===== src/rtl/expr_sig_compactor.sv =====
// Response compactor: folds each accepted result word into a MISR and compares against a golden signature.
// Optional watchdog built when EXPR_SIG_TIMEOUT_EN is defined; otherwise timeout is tied low.
//
// state  | meaning
// S_IDLE | after reset, waiting for start
// S_RUN  | accepting result words, in_ready high
// S_DONE | run finished, signature/pass/timeout hold until next start
module expr_sig_compactor #(
    parameter int               Y_W     = 90,
    parameter int               SIG_W   = 32,
    parameter int               CNT_W   = 16,
    parameter logic [SIG_W-1:0] POLY    = 32'h04C11DB7,
    parameter logic [SIG_W-1:0] SEED    = 32'hFFFFFFFF,
    parameter int               TIMEOUT = 1024
) (
    input  logic             clk,
    input  logic             reset,
    input  logic             start,
    input  logic [CNT_W-1:0] num_vec,
    input  logic [SIG_W-1:0] expect_sig,
    input  logic             in_valid,
    output logic             in_ready,
    input  logic [Y_W-1:0]   in_y,
    output logic             busy,
    output logic             done,
    output logic             pass,
    output logic             timeout,
    output logic [SIG_W-1:0] signature,
    output logic [CNT_W-1:0] vec_count
);

    localparam int NCH = (Y_W + SIG_W - 1) / SIG_W;

    typedef enum logic [1:0] {
        S_IDLE = 2'd0,
        S_RUN  = 2'd1,
        S_DONE = 2'd2
    } state_t;

    state_t               state_q, state_d;
    logic [SIG_W-1:0]     sig_q, sig_d;
    logic [SIG_W-1:0]     exp_q, exp_d;
    logic [CNT_W-1:0]     cnt_q, cnt_d;
    logic [CNT_W-1:0]     num_q, num_d;
    logic                 pass_q, pass_d;
    logic [SIG_W-1:0]     fold;
    logic [SIG_W-1:0]     sig_next;
    logic [NCH*SIG_W-1:0] y_pad;
    logic                 accept;
    logic                 last_word;
    logic                 start_take;
    logic                 wd_expire;

    // Top chunk is zero-extended by padding the word up to a whole number of chunks.
    always_comb begin
        y_pad = '0;
        y_pad[Y_W-1:0] = in_y;
        fold = '0;
        for (int i = 0; i < NCH; i++) begin
            fold = fold ^ y_pad[i*SIG_W +: SIG_W];
        end
    end

    assign sig_next   = {sig_q[SIG_W-2:0], 1'b0} ^ (sig_q[SIG_W-1] ? POLY : '0) ^ fold;
    assign accept     = in_valid && (state_q == S_RUN);
    assign last_word  = (cnt_q + CNT_W'(1)) == num_q;
    assign start_take = start && (state_q != S_RUN);

`ifdef EXPR_SIG_TIMEOUT_EN
    localparam int              WD_W    = $clog2(TIMEOUT + 1);
    localparam logic [WD_W-1:0] WD_LOAD = WD_W'(TIMEOUT - 1);

    logic [WD_W-1:0] wd_q, wd_d;
    logic            to_q, to_d;

    // Down-counter reloads on every accept; reaching zero on an idle RUN cycle aborts the run.
    assign wd_expire = (state_q == S_RUN) && !accept && (wd_q == '0);

    always_comb begin
        wd_d = wd_q;
        to_d = to_q;
        if (start_take) begin
            wd_d = WD_LOAD;
            to_d = 1'b0;
        end else if (state_q == S_RUN) begin
            if (accept) begin
                wd_d = WD_LOAD;
            end else if (wd_q == '0) begin
                to_d = 1'b1;
            end else begin
                wd_d = wd_q - WD_W'(1);
            end
        end
    end

    always_ff @(posedge clk or posedge reset) begin
        if (reset) begin
            wd_q <= WD_LOAD;
            to_q <= 1'b0;
        end else begin
            wd_q <= wd_d;
            to_q <= to_d;
        end
    end

    assign timeout = to_q;
`else
    assign wd_expire = 1'b0;
    assign timeout   = 1'b0;
`endif

    always_comb begin
        state_d = state_q;
        sig_d   = sig_q;
        exp_d   = exp_q;
        cnt_d   = cnt_q;
        num_d   = num_q;
        pass_d  = pass_q;
        case (state_q)
            S_IDLE, S_DONE: begin
                if (start) begin
                    sig_d  = SEED;
                    cnt_d  = '0;
                    num_d  = num_vec;
                    exp_d  = expect_sig;
                    pass_d = 1'b0;
                    if (num_vec == '0) begin
                        // Empty run: the final signature is the seed itself.
                        state_d = S_DONE;
                        pass_d  = (SEED == expect_sig);
                    end else begin
                        state_d = S_RUN;
                    end
                end
            end
            S_RUN: begin
                if (accept) begin
                    sig_d = sig_next;
                    cnt_d = cnt_q + CNT_W'(1);
                    if (last_word) begin
                        state_d = S_DONE;
                        pass_d  = (sig_next == exp_q);
                    end
                end else if (wd_expire) begin
                    state_d = S_DONE;
                    pass_d  = 1'b0;
                end
            end
            default: state_d = S_IDLE;
        endcase
    end

    always_ff @(posedge clk or posedge reset) begin
        if (reset) begin
            state_q <= S_IDLE;
            sig_q   <= SEED;
            exp_q   <= '0;
            cnt_q   <= '0;
            num_q   <= '0;
            pass_q  <= 1'b0;
        end else begin
            state_q <= state_d;
            sig_q   <= sig_d;
            exp_q   <= exp_d;
            cnt_q   <= cnt_d;
            num_q   <= num_d;
            pass_q  <= pass_d;
        end
    end

    assign in_ready  = (state_q == S_RUN);
    assign busy      = (state_q == S_RUN);
    assign done      = (state_q == S_DONE);
    assign pass      = pass_q;
    assign signature = sig_q;
    assign vec_count = cnt_q;

endmodule


===== config.mk =====
export PLATFORM = sky130hd
export DESIGN_NAME = expr_sig_compactor
export DESIGN_NICKNAME = d
export VERILOG_FILES = /design/src/rtl/expr_sig_compactor.sv
export SDC_FILE = /design/constraint.sdc
export NUM_CORES = 1
export LEC_CHECK = 0
export ABC_AREA = 1
export CAP_MARGIN = 0
export CORE_MARGIN = 3
export CORE_UTILIZATION = 25
export CTS_BUF_LIST = sky130_fd_sc_hd__clkbuf_16
export DETAILED_ROUTE_END_ITERATION = 8
export SETUP_SLACK_MARGIN = 0.4
export SLEW_MARGIN = 10
export SYNTH_ARGS = -nofsm -noshare
export SYNTH_HDL_FRONTEND = slang
export SYNTH_SLANG_ARGS = --single-unit

===== constraint.sdc =====
create_clock -name clk -period 5.2 [get_ports clk]
set_clock_uncertainty 0.05 [all_clocks]
set_input_delay 1.56 -clock clk [delete_from_list [all_inputs] [get_ports clk]]
set_output_delay 1.56 -clock clk [all_outputs]
set_load 0.02 [all_outputs]

==> results of run 1 <==
==> synth_stat cells (all sizes together) <==
library cell,n,share of area
clkinv,1,0.00053
ha,1,0.0018
a22o,1,0.0012
a31oi,4,0.0035
conb,1,0.00053
nand3,102,0.072
clkbuf,12,0.0063
inv,176,0.093
xor2,34,0.044
o2111ai,1,0.0012
mux2,5,0.0079
nand4,16,0.014
a32oi,6,0.0074
nor4,3,0.0026
buf,13,0.012
nand3b,23,0.024
o21ai,29,0.021
dfstp,32,0.12
nand2,346,0.18
a21oi,29,0.020
nor2,74,0.044
xnor2,38,0.047
o22ai,25,0.022
dfrtp,67,0.24
xnor3,1,0.0032
and2,1,0.00088
a22oi,5,0.0053
or2,10,0.0088
==> worst max-delay path: cells and delay by family (launching register included) <==
family / cells / cell delay [ns]
buf+inv: 2 / 0.88
flops: 1 / 0.42
simple gates: 1 / 0.29
==> worst paths after layout <==
path                                            from                   endpoint  slack (ns)  cells past startpoint
max in group asynchronous                      reset  signature[30]$_DFFE_PP1P_        2.58                      3
min reg2reg                     exp_q[7]$_DFFE_PP0P_       exp_q[7]$_DFFE_PP0P_        0.44                      2
max                           state_q[0]$_DFFE_PP0P_                   in_ready        1.65                      3
min in group asynchronous                      reset      exp_q[26]$_DFFE_PP0P_        1.69                      2
min                             exp_q[7]$_DFFE_PP0P_       exp_q[7]$_DFFE_PP0P_        0.44                      2
max reg2reg                signature[31]$_DFFE_PP1P_           pass$_DFFE_PP0P_        2.34                     15
==> area by class of cell <==
class                   count  area [µm²]
clock buffers               9         225
clock inverters             7        76.3
fillers                  3000       18200
inverters                 177         667
multi-input cells         755        3820
flip-flops and latches     99        2520
well taps                 378         473
repair buffers            200        1980
==> cell families (layout without fill, tap and decap cells) <==
group           after synthesis  count (layout)  share of synthesized area
compound gates              100             100                     0.0818
xor+xnor                     73              73                     0.0938
fa+ha+maj                     1               1                    0.00176
buf+inv                     202             393                      0.111
flops                        99              99                      0.353
mux                           5               5                    0.00790
other cells                   1               1                   0.000526
simple gates                575             575                      0.349
==> flip-flops by register name, indices dropped and copies added (netlist names) <==
name and count:
state_q 2, exp_q 32, num_q 16, pass 1
vec_count 16, signature 32
==> power breakdown <==
part | internal, mW | switching, mW | total, mW
clock | 0.344 | 0.358 | 0.702
sequential | 1.22 | 0.357 | 1.57
combinational | 1.14 | 1.53 | 2.67
==> per-layer routing <==
metal / global-route usage / up-vias / part of all wire
li1: - / 3698 / -
met1: 0.177 / 3190 / 0.43
met2: 0.256 / 156 / 0.48
met3: 0.0413 / 26 / 0.069
met4: 0.0352 / 4 / 0.013
met5: 0 / - / 0.00086
==> stage by stage <==
stage               total power, mW  std cells   util  instance area (µm²)  setup WS [ns]
floorplan                      3.31       1056      -                 7120           1.05
global placement               4.24       1609  0.339                 9460           1.31
detailed placement             4.29       1609  0.339                 9460           1.28
CTS                            5.02       1625  0.350                 9760           1.60
global route                   5.43       1625  0.350                 9760           1.54
finish                         4.94       1625  0.350                 9760           1.65
==> results.yml, run 1 <==
clocking:
  cts_root_buffer: "clkbuf_16"
  htreeDepth: 3
  cts_tree: "built"
  path_clk_slew_ns: 0.08
  clkLatencyLatePin_ns: 0.36
  clk_path_buf_depth: 2
  clock-sinks: 99
  cts_setup_buffers: 0
  cts_resized: 0
  hold_buffers: 0
  numCtsBuffers: 9
die:
  fp.dieH_um: 175
  io_pins: 195
  fp-row-count: 61
  start_util: 0.255
  die_area_mm2: 0.0306
  core_mm2: 0.0279
  die_w_um: 175
route:
  drt_iter0_drc: 241
  via_per_inst: 4.35
  drc: 0
  drt-total-wl_um: 22200
  detail_route.wl_per_cell_um: 13.7
  ant_nets: 0
  drt_pass1_iterations: 5
  via_count: 7074
grt:
  track_usage: 0.146
  grt_max_degree: 69
  grt_pass1_vias: 6860
  grt_pass1_wl_um: 35500
  grt_antenna_before_repair: 2
  gr-total-overflow: 0
placed_design:
  dp_hpwl_um: 17200
  routabilityCongestion: 0.790
  port_buffers: 193
layout:
  layout.nets: 1385
  n_antenna_cell: 0
  layout_common_cells: "nand2_1, clkdlybuf4s50_1, inv_1"
  layout.cells.most_common: "nand2_1"
  area_growth_pct: 37.1
  drive_above_1_share: 0.0698
sta:
  drv_slew: 0
  setup_violations: 0
  holdWs_ns: 0.441
  fin_crit_ns: 3.55
  setup_tns_ns: 0
  post-route-period-util: 0.683
  worstMarginPinSlew_ns: 0.840
  max_freq_mhz: 282
  maxSlewHeadroom: 0.440
  hold_viol_final: 0
  rsz0062_at_grt: "false"
worst_setup_path:
  cp-start-kind: "flip-flop"
  path_max_fanout: 6
  critPathSlowestCell: "clkdlybuf4s50_1"
  cp.arrival_ns: 1.94
  max_stage_delay_ns: 0.73
  endpoint_kind: "output pin"
  cp.required_ns: 3.59
  cp_cell_sequence: "inv_1 -> nor2_2 -> clkdlybuf4s50_1"
  crit_type: "flip-flop to output pin"
synth:
  syn_area_mm2: 0.00712
  yosysWarnings: 0
  ys_types: 38
  ys_seq_elements: 99
  synth_seq_area_share: 0.353
  synthCells: 1056
  syn_nets: 1199
  syn_area_per_cell_um2: 6.75
power:
  power_density_mw_per_mm2: 506
  peakVddDrop_mv: 0.176
  cellLeakagePower_nw: 4.77
job:
  cap_violations: 0
run_status:
  status: "completed"
min_path:
  hold_path_class: "flip-flop to flip-flop"
Note: power is estimated with default switching activity, not from simulation.
==> run 2: changes to the inputs <==
==> constraint.sdc (replaced) <==
create_clock -name clk -period 3.01 [get_ports clk]
set_clock_uncertainty 0.05 [all_clocks]
set_input_delay 0.903 -clock clk [delete_from_list [all_inputs] [get_ports clk]]
set_output_delay 0.903 -clock clk [all_outputs]
set_load 0.02 [all_outputs]
==> run 2 against run 1 <==
  * Critical path depth down 2
  * Design area rose by 1.3%
  * Sequential share of layout area shrank 0.30 points
  * Worst setup slack lost 1.2 ns
  * Clock power increased by 81%
  * Worst hold slack lost 0.013 ns
  * Sequential power rose by 73%
  * Flip-flop and latch count unchanged
  * Global-route usage is 0.065 points lower
  * Highest routed layer unchanged
==> results.yml, run 2 (same netlist as run 1, synthesis figures left out) <==
grt:
  grt_max_degree: 100
  track_usage: 0.145
  grt_pass1_wl_um: 35400
  grt_pass1_vias: 6831
  gr-total-overflow: 0
  grt_antenna_before_repair: 1
placed_design:
  dpl_cell_area_mm2: 0.00954
  dp_hpwl_um: 17100
  place_inst: 1616
  port_buffers: 193
  routabilityCongestion: 0.815
  dp_slack_ns: 0.151
sta:
  maxSlewHeadroom: 0.597
  fin_crit_ns: 2.53
  setup_tns_ns: 0
  worstMarginPinSlew_ns: 0.605
  setup_violations: 0
  holdWs_ns: 0.428
  post-route-period-util: 0.842
  max_freq_mhz: 395
  hold_viol_final: 0
  rsz0062_at_grt: "true"
  fin_ws_ns: 0.476
  drv_slew: 0
min_path:
  hold_path_class: "flip-flop to flip-flop"
  min_from: "signature[12]$_DFFE_PP1P_"
layout:
  n_antenna_cell: 0
  layout_common_cells: "nand2_1, clkdlybuf4s50_1, inv_1"
  area_growth_pct: 38.9
  fill_cells: 2950
  fin_util: 0.354
  final_cells: 1634
  drive_above_1_share: 0.0780
  final_area_mm2: 0.00989
  layout.cells.most_common: "nand2_1"
  multi_input_area_mm2: 0.00383
  layout.nets: 1394
  regArea_mm2: 0.00252
worst_setup_path:
  reg2reg_from: "signature[31]$_DFFE_PP1P_"
  path_max_fanout: 3
  cp_top_family: "buffers and inverters"
  cp.arrival_ns: 1.58
  cp-startpoint: "signature[23]$_DFFE_PP1P_"
  critPathSlowestCell: "clkdlybuf4s50_1"
  endpoint_kind: "output pin"
  cp_cell_sequence: "clkdlybuf4s50_1"
  max_stage_delay_ns: 0.65
  crit_type: "flip-flop to output pin"
  cp-start-kind: "flip-flop"
  critPathBufInv: 1
  cp.required_ns: 2.06
route:
  via_count: 7103
  drc: 0
  drt-total-wl_um: 22300
  ant_nets: 0
  drt_pass1_iterations: 4
  drt_iter0_drc: 333
  via_per_inst: 4.35
  detail_route.wl_per_cell_um: 13.7
power:
  switchingPower_mw: 3.87
  power.clock.fraction: 0.147
  power_frac_seq: 0.314
  power_density_mw_per_mm2: 876
  peakVddDrop_mv: 0.399
  power_mw: 8.67
  swShare: 0.446
  cell_internal_pwr_mw: 4.80
  p_comb_frac: 0.539
  cellLeakagePower_nw: 4.85
clocking:
  clkLatencyLatePin_ns: 0.35
  hold_buffers: 0
  clock-sinks: 99
  cts_tree: "built"
  cts_root_buffer: "clkbuf_16"
  numCtsBuffers: 9
  path_clk_slew_ns: 0.08
  clk_path_buf_depth: 2
  htreeDepth: 3
die:
  core_mm2: 0.0279
  io_pins: 195
  start_util: 0.255
  die_area_mm2: 0.0306
  fp.dieH_um: 175
  fp-row-count: 61
  die_w_um: 175
run_status:
  status: "completed"
job:
  cap_violations: 0
## run 2: layout make-up
cell class / count / share of cell area
well taps: 378 / 0.0478
flip-flops and latches: 99 / 0.255
repair buffers: 209 / 0.211
clock buffers: 9 / 0.0228
inverters: 177 / 0.0679
multi-input cells: 755 / 0.387
clock inverters: 7 / 0.00936
## run 2: worst paths after layout
check,endpoint,slack [ns],depth (start not counted)
setup / recovery,signature[23],0.48,1
min in group asynchronous,exp_q[25]$_DFFE_PP0P_,0.97,3
hold / removal,signature[12]$_DFFE_PP1P_,0.43,2
hold reg to reg,signature[12]$_DFFE_PP1P_,0.43,2
max in group asynchronous,exp_q[5]$_DFFE_PP0P_,1.45,3
setup reg to reg,pass$_DFFE_PP0P_,0.66,12
## run 2: per-layer routing
layer | track usage | wire (µm) | part of all wire
met5 | 0 | 10 | 0.00045
met4 | 0.0263 | 164 | 0.0073
met3 | 0.0387 | 1500 | 0.067
met2 | 0.251 | 10700 | 0.48
met1 | 0.185 | 9990 | 0.45
## run 2: timing repair
action                     4_1_cts  5_1_grt
setup buffers                    0        2
setup endpoints to repair        3        4
resized for setup                4        5
hold endpoints to repair         0        0
## run 2: power groups by stage
| stage | sequential, mW | combinational (mW) | clock (mW) |
|---|---|---|---|
| finish | 2.72 | 4.67 | 1.27 |
| floorplan | 2.93 | 2.80 | 0 |
| global placement | 2.74 | 4.62 | 0 |
| global route | 2.84 | 5.28 | 1.37 |
| detailed placement | 2.75 | 4.70 | 0 |
| CTS | 2.73 | 4.70 | 1.34 |
## run 2: worst register-to-register path: stages, from the launching register on
cell and delay (ns):
dfstp_4 0.73, buf_4 0.33, xor2_1 0.23, nand3_1 0.14, nand3_1 0.10, nand3_1 0.09
nor2_1 0.12, nand3_1 0.08, nor2_1 0.16, nand3_1 0.10, nand2_1 0.06, nand2_1 0.05
nand2_1 0.05
